### src/rtl/tqvp_affinex_stream_if.sv
// TinyQV peripheral bus bundle for the streaming affine engine.
// The CPU side drives address/data/strobes; the peripheral answers with
// combinational read data, a constant ready and its interrupt line.
interface tqvp_affinex_stream_if;
  logic [5:0]  address;
  logic [31:0] data_in;
  logic [1:0]  data_write_n;
  logic [1:0]  data_read_n;
  logic [31:0] data_out;
  logic        data_ready;
  logic        user_interrupt;

  modport master (
    output address, data_in, data_write_n, data_read_n,
    input  data_out, data_ready, user_interrupt
  );

  modport slave (
    input  address, data_in, data_write_n, data_read_n,
    output data_out, data_ready, user_interrupt
  );
endinterface

### src/rtl/tqvp_affinex_stream.sv
// Streaming affine transform peripheral:
//   x' = a*x + b*y + tx,  y' = d*x + e*y + ty  (signed, FRAC fractional bits)
// Points enter through an input FIFO, run through a sequencer that time-shares
// one WIDTHxWIDTH multiplier over four states, and land in an output FIFO.
module tqvp_affinex_stream #(
  parameter int WIDTH = 16,
  parameter int FRAC  = 8,
  parameter int DEPTH = 4
) (
  input  logic       clk,
  input  logic       rst,
  input  logic [7:0] ui_in,
  output logic [7:0] uo_out,
  tqvp_affinex_stream_if.slave bus
);

  localparam int PW = $clog2(DEPTH);
  localparam int CW = PW + 1;
  localparam int MW = 2 * WIDTH;
  localparam int SW = MW + 1;
  localparam int RW = SW + 1;

  localparam logic [5:0] ADDR_CTRL   = 6'h00;
  localparam logic [5:0] ADDR_STATUS = 6'h04;
  localparam logic [5:0] ADDR_A      = 6'h08;
  localparam logic [5:0] ADDR_B      = 6'h0C;
  localparam logic [5:0] ADDR_D      = 6'h10;
  localparam logic [5:0] ADDR_E      = 6'h14;
  localparam logic [5:0] ADDR_TX     = 6'h18;
  localparam logic [5:0] ADDR_TY     = 6'h1C;
  localparam logic [5:0] ADDR_PUSH   = 6'h20;
  localparam logic [5:0] ADDR_POP    = 6'h24;

  localparam logic [2:0] S_IDLE = 3'd0;
  localparam logic [2:0] S_MAX  = 3'd1;
  localparam logic [2:0] S_MBY  = 3'd2;
  localparam logic [2:0] S_MDX  = 3'd3;
  localparam logic [2:0] S_MEY  = 3'd4;
  localparam logic [2:0] S_WR   = 3'd5;

  localparam logic signed [RW-1:0] SAT_MAX = {{(RW-WIDTH+1){1'b0}}, {(WIDTH-1){1'b1}}};
  localparam logic signed [RW-1:0] SAT_MIN = {{(RW-WIDTH+1){1'b1}}, {(WIDTH-1){1'b0}}};

  logic enable, irq_en, sat;
  logic signed [WIDTH-1:0] a_q, b_q, d_q, e_q, tx_q, ty_q;
  logic overflow, underflow, irq_q;

  logic signed [WIDTH-1:0] in_x [DEPTH];
  logic signed [WIDTH-1:0] in_y [DEPTH];
  logic signed [WIDTH-1:0] out_x [DEPTH];
  logic signed [WIDTH-1:0] out_y [DEPTH];
  logic [PW-1:0] in_wptr, in_rptr, out_wptr, out_rptr;
  logic [CW-1:0] in_count, out_count;

  logic [2:0] state;
  logic signed [WIDTH-1:0] x_q, y_q, mul_a, mul_b;
  logic signed [MW-1:0] mul_p, prod;
  logic signed [SW-1:0] sum_x, sum_y, sum_y_full, sx_sh, sy_sh;
  logic signed [RW-1:0] rx, ry;
  logic [WIDTH-1:0] res_x, res_y;

  logic wr_en, rd_en, flush, push_req, pop_req;
  logic in_full, in_empty, out_full, out_empty, busy;
  logic push_ok, eng_pop, out_pop, eng_wr;
  logic [31:0] data_out_c;
  logic unused_bits;

  assign wr_en     = bus.data_write_n != 2'b11;
  assign rd_en     = bus.data_read_n != 2'b11;
  assign flush     = wr_en && (bus.address == ADDR_CTRL) && bus.data_in[3];
  assign push_req  = wr_en && (bus.address == ADDR_PUSH);
  assign pop_req   = rd_en && (bus.address == ADDR_POP);

  assign in_full   = in_count == CW'(DEPTH);
  assign in_empty  = in_count == '0;
  assign out_full  = out_count == CW'(DEPTH);
  assign out_empty = out_count == '0;
  assign busy      = state != S_IDLE;

  assign push_ok   = push_req && !in_full && !flush;
  assign eng_pop   = (state == S_IDLE) && enable && !in_empty && !flush;
  assign out_pop   = pop_req && !out_empty && !flush;
  assign eng_wr    = (state == S_WR) && (!out_full || out_pop) && !flush;

  assign uo_out         = 8'h00;
  assign bus.data_ready = 1'b1;
  assign bus.user_interrupt = irq_q;
  assign bus.data_out   = data_out_c;
  assign unused_bits    = ^{ui_in, bus.data_in};

  // Either clamp to the signed WIDTH range or keep the low bits and wrap.
  function automatic logic [WIDTH-1:0] fit(input logic signed [RW-1:0] v, input logic clamp);
    logic [WIDTH-1:0] r;
    r = v[WIDTH-1:0];
    if (clamp) begin
      if (v > SAT_MAX)      r = {1'b0, {(WIDTH-1){1'b1}}};
      else if (v < SAT_MIN) r = {1'b1, {(WIDTH-1){1'b0}}};
    end
    return r;
  endfunction

  // Control and coefficient registers; flush is a strobe and never stored.
  always_ff @(posedge clk or posedge rst) begin
    if (rst) begin
      enable <= 1'b0;
      irq_en <= 1'b0;
      sat    <= 1'b0;
      a_q    <= '0;
      b_q    <= '0;
      d_q    <= '0;
      e_q    <= '0;
      tx_q   <= '0;
      ty_q   <= '0;
    end else if (wr_en) begin
      case (bus.address)
        ADDR_CTRL: begin
          enable <= bus.data_in[0];
          irq_en <= bus.data_in[1];
          sat    <= bus.data_in[2];
        end
        ADDR_A:  a_q  <= bus.data_in[WIDTH-1:0];
        ADDR_B:  b_q  <= bus.data_in[WIDTH-1:0];
        ADDR_D:  d_q  <= bus.data_in[WIDTH-1:0];
        ADDR_E:  e_q  <= bus.data_in[WIDTH-1:0];
        ADDR_TX: tx_q <= bus.data_in[WIDTH-1:0];
        ADDR_TY: ty_q <= bus.data_in[WIDTH-1:0];
        default: ;
      endcase
    end
  end

  // Sticky error flags: set on dropped PUSH or empty POP, cleared by flush.
  always_ff @(posedge clk or posedge rst) begin
    if (rst) begin
      overflow  <= 1'b0;
      underflow <= 1'b0;
    end else if (flush) begin
      overflow  <= 1'b0;
      underflow <= 1'b0;
    end else begin
      if (push_req && in_full)  overflow  <= 1'b1;
      if (pop_req && out_empty) underflow <= 1'b1;
    end
  end

  // Input FIFO pointers and occupancy; bus push and engine pop may coincide.
  always_ff @(posedge clk or posedge rst) begin
    if (rst) begin
      in_wptr  <= '0;
      in_rptr  <= '0;
      in_count <= '0;
    end else if (flush) begin
      in_wptr  <= '0;
      in_rptr  <= '0;
      in_count <= '0;
    end else begin
      if (push_ok) in_wptr <= in_wptr + PW'(1);
      if (eng_pop) in_rptr <= in_rptr + PW'(1);
      if (push_ok && !eng_pop)      in_count <= in_count + CW'(1);
      else if (!push_ok && eng_pop) in_count <= in_count - CW'(1);
    end
  end

  // Input FIFO storage; contents only matter where the count says they are valid.
  always_ff @(posedge clk) begin
    if (push_ok) begin
      in_x[in_wptr] <= bus.data_in[WIDTH-1:0];
      in_y[in_wptr] <= bus.data_in[16+WIDTH-1:16];
    end
  end

  // Sequencer: one multiply per state, then hold in WR until the output FIFO has room.
  always_ff @(posedge clk or posedge rst) begin
    if (rst) begin
      state <= S_IDLE;
      x_q   <= '0;
      y_q   <= '0;
    end else if (flush) begin
      state <= S_IDLE;
    end else begin
      case (state)
        S_IDLE: if (eng_pop) begin
          state <= S_MAX;
          x_q   <= in_x[in_rptr];
          y_q   <= in_y[in_rptr];
        end
        S_MAX:   state <= S_MBY;
        S_MBY:   state <= S_MDX;
        S_MDX:   state <= S_MEY;
        S_MEY:   state <= S_WR;
        S_WR:    if (eng_wr) state <= S_IDLE;
        default: state <= S_IDLE;
      endcase
    end
  end

  // Operand select for the shared multiplier; coefficients are read live.
  always_comb begin
    mul_a = a_q;
    mul_b = x_q;
    case (state)
      S_MBY: begin mul_a = b_q; mul_b = y_q; end
      S_MDX: begin mul_a = d_q; mul_b = x_q; end
      S_MEY: begin mul_a = e_q; mul_b = y_q; end
      default: ;
    endcase
  end

  assign mul_p = MW'(mul_a) * MW'(mul_b);

  // Product register and full-width accumulators; the last product is folded in combinationally.
  always_ff @(posedge clk or posedge rst) begin
    if (rst) begin
      prod  <= '0;
      sum_x <= '0;
      sum_y <= '0;
    end else begin
      case (state)
        S_MAX: prod <= mul_p;
        S_MBY: begin
          sum_x <= $signed({prod[MW-1], prod});
          prod  <= mul_p;
        end
        S_MDX: begin
          sum_x <= sum_x + $signed({prod[MW-1], prod});
          prod  <= mul_p;
        end
        S_MEY: begin
          sum_y <= $signed({prod[MW-1], prod});
          prod  <= mul_p;
        end
        default: ;
      endcase
    end
  end

  // Shift back to coordinate scale (floor), add translation, then clamp or wrap.
  always_comb begin
    sum_y_full = sum_y + $signed({prod[MW-1], prod});
    sx_sh = sum_x >>> FRAC;
    sy_sh = sum_y_full >>> FRAC;
    rx = $signed({sx_sh[SW-1], sx_sh}) + $signed({{(RW-WIDTH){tx_q[WIDTH-1]}}, tx_q});
    ry = $signed({sy_sh[SW-1], sy_sh}) + $signed({{(RW-WIDTH){ty_q[WIDTH-1]}}, ty_q});
    res_x = fit(rx, sat);
    res_y = fit(ry, sat);
  end

  // Output FIFO pointers and occupancy; a full FIFO still takes WR on a same-cycle POP.
  always_ff @(posedge clk or posedge rst) begin
    if (rst) begin
      out_wptr  <= '0;
      out_rptr  <= '0;
      out_count <= '0;
    end else if (flush) begin
      out_wptr  <= '0;
      out_rptr  <= '0;
      out_count <= '0;
    end else begin
      if (eng_wr)  out_wptr <= out_wptr + PW'(1);
      if (out_pop) out_rptr <= out_rptr + PW'(1);
      if (eng_wr && !out_pop)      out_count <= out_count + CW'(1);
      else if (!eng_wr && out_pop) out_count <= out_count - CW'(1);
    end
  end

  // Output FIFO storage.
  always_ff @(posedge clk) begin
    if (eng_wr) begin
      out_x[out_wptr] <= res_x;
      out_y[out_wptr] <= res_y;
    end
  end

  // Level interrupt, registered one cycle behind the data-available condition.
  always_ff @(posedge clk or posedge rst) begin
    if (rst) irq_q <= 1'b0;
    else     irq_q <= irq_en && !out_empty;
  end

  // Read mux; an empty output FIFO reports out_empty even straight out of reset.
  always_comb begin
    data_out_c = 32'h0;
    case (bus.address)
      ADDR_CTRL:   data_out_c = {29'h0, sat, irq_en, enable};
      ADDR_STATUS: data_out_c = {19'h0, underflow, overflow, out_empty, in_full, busy,
                                 4'(out_count), 4'(in_count)};
      ADDR_A:      data_out_c = 32'(a_q);
      ADDR_B:      data_out_c = 32'(b_q);
      ADDR_D:      data_out_c = 32'(d_q);
      ADDR_E:      data_out_c = 32'(e_q);
      ADDR_TX:     data_out_c = 32'(tx_q);
      ADDR_TY:     data_out_c = 32'(ty_q);
      ADDR_POP:    if (!out_empty)
                     data_out_c = {16'(out_y[out_rptr]), 16'(out_x[out_rptr])};
      default:     data_out_c = 32'h0;
    endcase
  end

endmodule

### src/flat_wrapper.sv
// flat-port wrapper written by rule: the top's interface ports become plain ports
module tqvp_affinex_stream_flat 
#(
  parameter int WIDTH = 16,
  parameter int FRAC  = 8,
  parameter int DEPTH = 4
)
  (clk, rst, ui_in, uo_out, bus_address, bus_data_in, bus_data_write_n, bus_data_read_n, bus_data_out, bus_data_ready, bus_user_interrupt);
  tqvp_affinex_stream_if bus_i ();
  input  logic clk;
  input  logic rst;
  input  logic [7:0] ui_in;
  output logic [7:0] uo_out;
  input wire logic [$bits(bus_i.address)-1:0] bus_address;
  input wire logic [$bits(bus_i.data_in)-1:0] bus_data_in;
  input wire logic [$bits(bus_i.data_write_n)-1:0] bus_data_write_n;
  input wire logic [$bits(bus_i.data_read_n)-1:0] bus_data_read_n;
  output wire logic [$bits(bus_i.data_out)-1:0] bus_data_out;
  output wire logic [$bits(bus_i.data_ready)-1:0] bus_data_ready;
  output wire logic [$bits(bus_i.user_interrupt)-1:0] bus_user_interrupt;
  assign bus_i.address = bus_address;
  assign bus_i.data_in = bus_data_in;
  assign bus_i.data_write_n = bus_data_write_n;
  assign bus_i.data_read_n = bus_data_read_n;
  assign bus_data_out = bus_i.data_out;
  assign bus_data_ready = bus_i.data_ready;
  assign bus_user_interrupt = bus_i.user_interrupt;
  tqvp_affinex_stream #(.WIDTH(WIDTH), .FRAC(FRAC), .DEPTH(DEPTH)) u_core (.clk(clk), .rst(rst), .ui_in(ui_in), .uo_out(uo_out), .bus(bus_i));
endmodule
### config.mk
export PLATFORM = sky130hd
export DESIGN_NAME = tqvp_affinex_stream_flat
export DESIGN_NICKNAME = d
export VERILOG_FILES = /design/src/rtl/tqvp_affinex_stream_if.sv /design/src/rtl/tqvp_affinex_stream.sv /design/src/flat_wrapper.sv
export SDC_FILE = /design/constraint.sdc
export NUM_CORES = 2
export LEC_CHECK = 0
export CORE_MARGIN = 8
export CORE_UTILIZATION = 50
export CTS_CLUSTER_DIAMETER = 50
export CTS_CLUSTER_SIZE = 28
export DETAILED_ROUTE_END_ITERATION = 10
export PLACE_DENSITY = 0.69
export SLEW_MARGIN = 20
export SYNTH_ARGS = -nofsm -noshare
export SYNTH_HDL_FRONTEND = slang
export SYNTH_SLANG_ARGS = --single-unit
### constraint.sdc
create_clock -name clk -period 22.3 [get_ports clk]
set_input_delay 5.575 -clock clk [delete_from_list [all_inputs] [get_ports clk]]
set_output_delay 5.575 -clock clk [all_outputs]
set_load 0.1 [all_outputs]
=== After elaboration in Yosys (flattened, before gate mapping) ===
Memory sizes are Yosys's and may differ from the RTL's. A register that Yosys moved wholly into a read port is not among the register bits.
Index checks and enable logic that the tools add are counted.

* Bits in registers: 216
* Bits in latches: 0
* Bits in writable memories: 256
* Bits in read-only memories: 0
* Input port bits: 52
* Output and inout port bits: 42
* Word-level logic and storage cells: 156
* Memories kept: 4

* Add/sub/neg operators: 12
* Multiply operators: 1
* Divide/modulo/power cells: 0
* $lt $le $gt $ge: 4
* Equality and inequality tests: 20
* Shift-type cells: 0
* Multiplexer cells: 37
* Bitwise gates (word level): 1
* Reduce and logical (&&, ||, !) cells: 55

{| class="wikitable"
|+ Memory list
! name !! depth !! width !! rd ports !! clocked after Yosys merged registers in !! wr ports !! line !! RTL
|-
| u_core.in_x || 4 || 16 || 1 || 1 || 1 || tqvp_affinex_stream.sv:48 || <nowiki>logic signed [WIDTH-1:0] in_x [DEPTH];</nowiki>
|-
| u_core.in_y || 4 || 16 || 1 || 1 || 1 || tqvp_affinex_stream.sv:49 || <nowiki>logic signed [WIDTH-1:0] in_y [DEPTH];</nowiki>
|-
| u_core.out_x || 4 || 16 || 1 || 0 || 1 || tqvp_affinex_stream.sv:50 || <nowiki>logic signed [WIDTH-1:0] out_x [DEPTH];</nowiki>
|-
| u_core.out_y || 4 || 16 || 1 || 0 || 1 || tqvp_affinex_stream.sv:51 || <nowiki>logic signed [WIDTH-1:0] out_y [DEPTH];</nowiki>
|}

{| class="wikitable"
|+ Operators with widths
! operator !! count
|-
| 32-bit case mux with 9 select lines || 1
|-
| 16-bit two-way mux || 7
|-
| 34-bit by 16-bit greater-than comparator with 1-bit output, second input constant || 2
|-
| 34-bit by 16-bit < comparator with 1-bit output, second input constant || 2
|-
| 33-bit case mux with 2 select lines || 1
|-
| 25-bit by 16-bit adder with 26-bit output || 2
|-
| 16-bit case mux with 3 select lines || 1
|-
| 32-bit by 32-bit adder with 33-bit output || 1
|-
| 33-bit by 32-bit adder with 33-bit output || 1
|-
| 16-bit by 16-bit multiplier with 32-bit output || 1
|-
| 32-bit two-way mux || 1
|-
| 3-bit two-way mux || 9
|-
| 6-bit by 5-bit == test with 1-bit output, second input constant || 4
|-
| 1-bit logical AND || 20
|-
| 3-bit case mux with 6 select lines || 1
|-
| 2-bit two-way mux || 8
|-
| 2-bit AND reduction || 8
|-
| 2-bit nonzero test || 7
|-
| 3-bit == test, second input constant || 4
|-
| 6-bit by 4-bit == test with 1-bit output, second input constant || 2
|-
| 6-bit == test, second input constant || 2
|-
| 1-bit logical NOT || 9
|-
| 3-bit logical NOT || 3
|-
| 3-bit nonzero test || 3
|-
| other kinds (15) || 30
|}

=== Longest topological paths before layout ===
* Depth in word-level cells: 13
* Depth in mapped cells: 33
* Mapped depth without buffers: 31

=== Least setup slack after synthesis ===
No wires, ideal clock.

* Path kind: input to output
* Start: input port bus_address[2]
* End: output port bus_data_out[13]
* Data arrival time: 8.914 ns
* Data required time: 16.725 ns
* Slack: 7.811 ns
* Cell stages on the path: 5
* Path buffers: 3
* Cell sequence: clkbuf_1 > clkbuf_1 > clkbuf_1 > a221oi_1 > o21ai_0

* Cells in the longest elaborated chain, start to end: 2
* Elaborated cells between the ends (all ways): 10
* Classes of those cells: eq/ne (8); mux (1); reduce/logical (1)

{| class="wikitable"
|+ Ends and longest elaborated chain
! what !! line !! RTL
|-
| start: declaration || flat_wrapper.sv:14 || <nowiki>input wire logic [$bits(bus_i.address)-1:0] bus_address;</nowiki>
|-
| 6-bit == test (tied with other cells) || tqvp_affinex_stream.sv:283 || <nowiki>case (bus.address)</nowiki>
|-
| 32-bit case mux with 9 select lines (*) || tqvp_affinex_stream.sv:283 ||
|-
| end: declaration || flat_wrapper.sv:18 || <nowiki>output wire logic [$bits(bus_i.data_out)-1:0] bus_data_out;</nowiki>
|}

Mark *: on every way between the ends. The rest lies on a longest branch, timed or not.

=== Worst setup path in the final report ===
* Start: input port bus_address[2]
* End: output port bus_data_out[7]

The elaborated chain is that of the path after synthesis.

==> key figures <==
Clock tree
  • Hold_buf cts: 0
  • Longest Clk Path Bufs: 3
  • Clock slew at reported path FFs: 0.05 ns
  • Htree depth: 2
  • Root buffer cell: clkbuf_16
  • Clk sinks: 504
  • CTS Buf Count: 47
  • Clk_lat worst skew: 0.62 ns
  • PostCTS Resize Cnt: 0
  • CTS tree: done
  • Post-CTS Setup Bufs: 0

Final layout
  • Total inserted antenna cells: 0
  • P&R area growth vs syn: 9.67%
  • Share of layout cells above drive strength 1: 13.3%
  • Post-route insts no fill: 4268
  • Core Util, Final: 55.4%
  • Filler Cells Inserted: 6096
  • Final net count: 3807

Timing
  • Pins over their slew limit: 0
  • Final hold slack: 0.493 ns
  • Rel. slew slack: 26.4%
  • Setup_tns: 0 ns
  • Fin crit share: 69.4%
  • Final setup vio count: 0
  • Final Hold Vio Count: 0
  • Final min period: 15.48 ns
  • Max Fclk: 64.6 MHz
  • RSZ-0062 raised after global routing: no
  • Skew final: 0.0413 ns
  • Worst Tran Pin Value: 1.07 ns

Route
  • First DRT Iteration DRCs: 2158
  • Vias per cell: 5.79
  • Per-cell routed wire length: 21.4 um
  • First-pass DRT Iterations: 6
  • DRC Markers: 0
  • Routed WL: 91200 um
  • DR vias: 24.7k
  • ANT nets after route: 0

Yosys
  • Synth Area per Inst: 11.2 um2
  • EDFF count, synth: 256
  • Asr flop ratio synth: 49.2%
  • Flops & latches, synth: 504
  • Post-synthesis sequential area ratio: 38.4%
  • Mapped Area: 36200 um2
  • Library cells used by synthesis: 86
  • Top FF cell, synth: edfxtp_1
  • Syn. warnings: 0
  • Cells after Synth: 3224

Worst setup path
  • Crit path arrival time: 9.90 ns
  • CP Max Fanout: 34
  • Worst Setup Start Kind: input port
  • Kind of critical path: input port to output pin
  • Worst R2R Path Depth: 28
  • Required @ worst endpoint: 16.73 ns
  • Critical Path End Type: output pin

Floorplan
  • Row count: 98
  • Io pins: 94
  • Initial core utilization: 50.5%
  • Die Y: 285 um
  • Core Area: 71600 um2
  • Die width: 285 um
  • Full die area: 81200 um2

Place
  • Placed insts: 4184
  • Routability cong.: 0.911
  • Input/output buffers: 76
  • Detail Placement HPWL: 68300 um

GRT
  • Largest net degree at the start of global routing: 123
  • First-pass GRT wire length: 142000 um
  • Vias in the first global route: 24.8k
  • Initial antenna violation count: 0
  • Overflow after GRT: 0
  • GRT Util Overall: 22.1%

Worst hold path
  • Hold WC Path Type: flop to flop
  • Worst hold stages: 2

Flow run
  • Max-Cap Viols: 0

Run status
  • Status: completed
## Yosys cell counts (64+ instances only)
cell type	count	area, um2
a21oi_1	138	691
mux2i_1	93	931
mux4_2	64	1440
mux2_2	207	2330
clkbuf_1	92	345
a21o_1	76	571
o21ai_0	129	646
ha_1	205	2560
xnor2_1	82	718
inv_1	367	1380
fa_1	267	5350
dfrtp_1	248	6210
edfxtp_1	256	7690
nor2_1	250	938
nand2_1	299	1120
## cell type report
type                       instances  area, um2  area share [%]
multi-input combinational       2239      20500            51.6
sequential                       504      13900            35.0
inverter                         368       1390            3.50
tap                              950       1190            3.00
clock buffer                      50       1190            2.99
timing repair buffer             123       1110            2.81
clock inverter                    34        433            1.09
## cells by family after synthesis
family	count (synthesis)	synth area share (%)
adders and majority gates	472	21.9
and+or+nand+nor	736	8.90
other	2	0.0208
DFF	504	38.4
muxes	364	13.0
AOI/OAI and AO/OA	536	9.67
xor gates and xnor gates	122	2.95
buffers and inverters	488	5.20
## path summary, 6_finish.rpt
kind / start / endpoint / slack [ns]
setup / recovery: bus_address[2] / bus_data_out[7] / 6.82
hold / removal: u_core.sum_x[0] / u_core.sum_x[0] / 0.49
hold reg to reg: u_core.sum_x[0] / u_core.sum_x[0] / 0.49
min in group asynchronous: rst / u_core.ty_q[2] / 5.53
max in group asynchronous: rst / u_core.in_rptr[0] / 15.23
setup reg to reg: u_core.state[2] / u_core.prod[30] / 13.53
## through the flow
step	worst slack [ns]	instance area [um2]
global placement	6.99	38100
floorplan	7.81	36200
finish	6.82	39700
detailed placement	6.93	38100
CTS	6.93	39700
global route	6.72	39700
## per-layer routing
| layer | global-route usage (%) | wire [um] | part of all wire (%) |
|---|---|---|---|
| met1 | 30.9 | 39300 | 43 |
| met2 | 35.5 | 42600 | 47 |
| met3 | 3.40 | 6250 | 6.9 |
| met4 | 7.08 | 3110 | 3.4 |
| met5 | 0 | 0 | 0 |
## cell usage in the layout, fill, tap and decap left out, types with 24 or more instances in the layout
master and n:
nor2_1 248, dfrtp_1 245, xor2_1 40, nand3_1 24, xnor2_1 82, ha_1 205
mux2_2 207, clkbuf_16 47, edfxtp_1 256, buf_4 47, a21o_1 76, mux4_2 64
clkdlybuf4s50_1 76, nor3_1 34, inv_1 366, a21oi_1 137, mux2i_1 91, nand2_1 298
nand2b_1 28, o21ai_0 129, fa_1 267
## worst max-delay path, cell delays in order
cell	delay [ns]
clkdlybuf4s50_1	0.45
buf_4	0.41
clkinv_1	0.37
nor2_1	0.70
nand3_1	0.23
nor2_2	0.13
buf_4	0.41
a222oi_1	0.17
o21ai_0	0.22
clkdlybuf4s50_1	1.22
## flip-flops by register name (all words and copies together) (netlist names), 32 cells and up
register      flops
u_core.prod      32
u_core.out_y     64
u_core.sum_y     32
u_core.sum_x     33
u_core.out_x     64
u_core.in_x      64
u_core.in_y      64
Power is not shown: default switching activity piles up to over one toggle a cycle in this logic, so the estimate is an artifact.
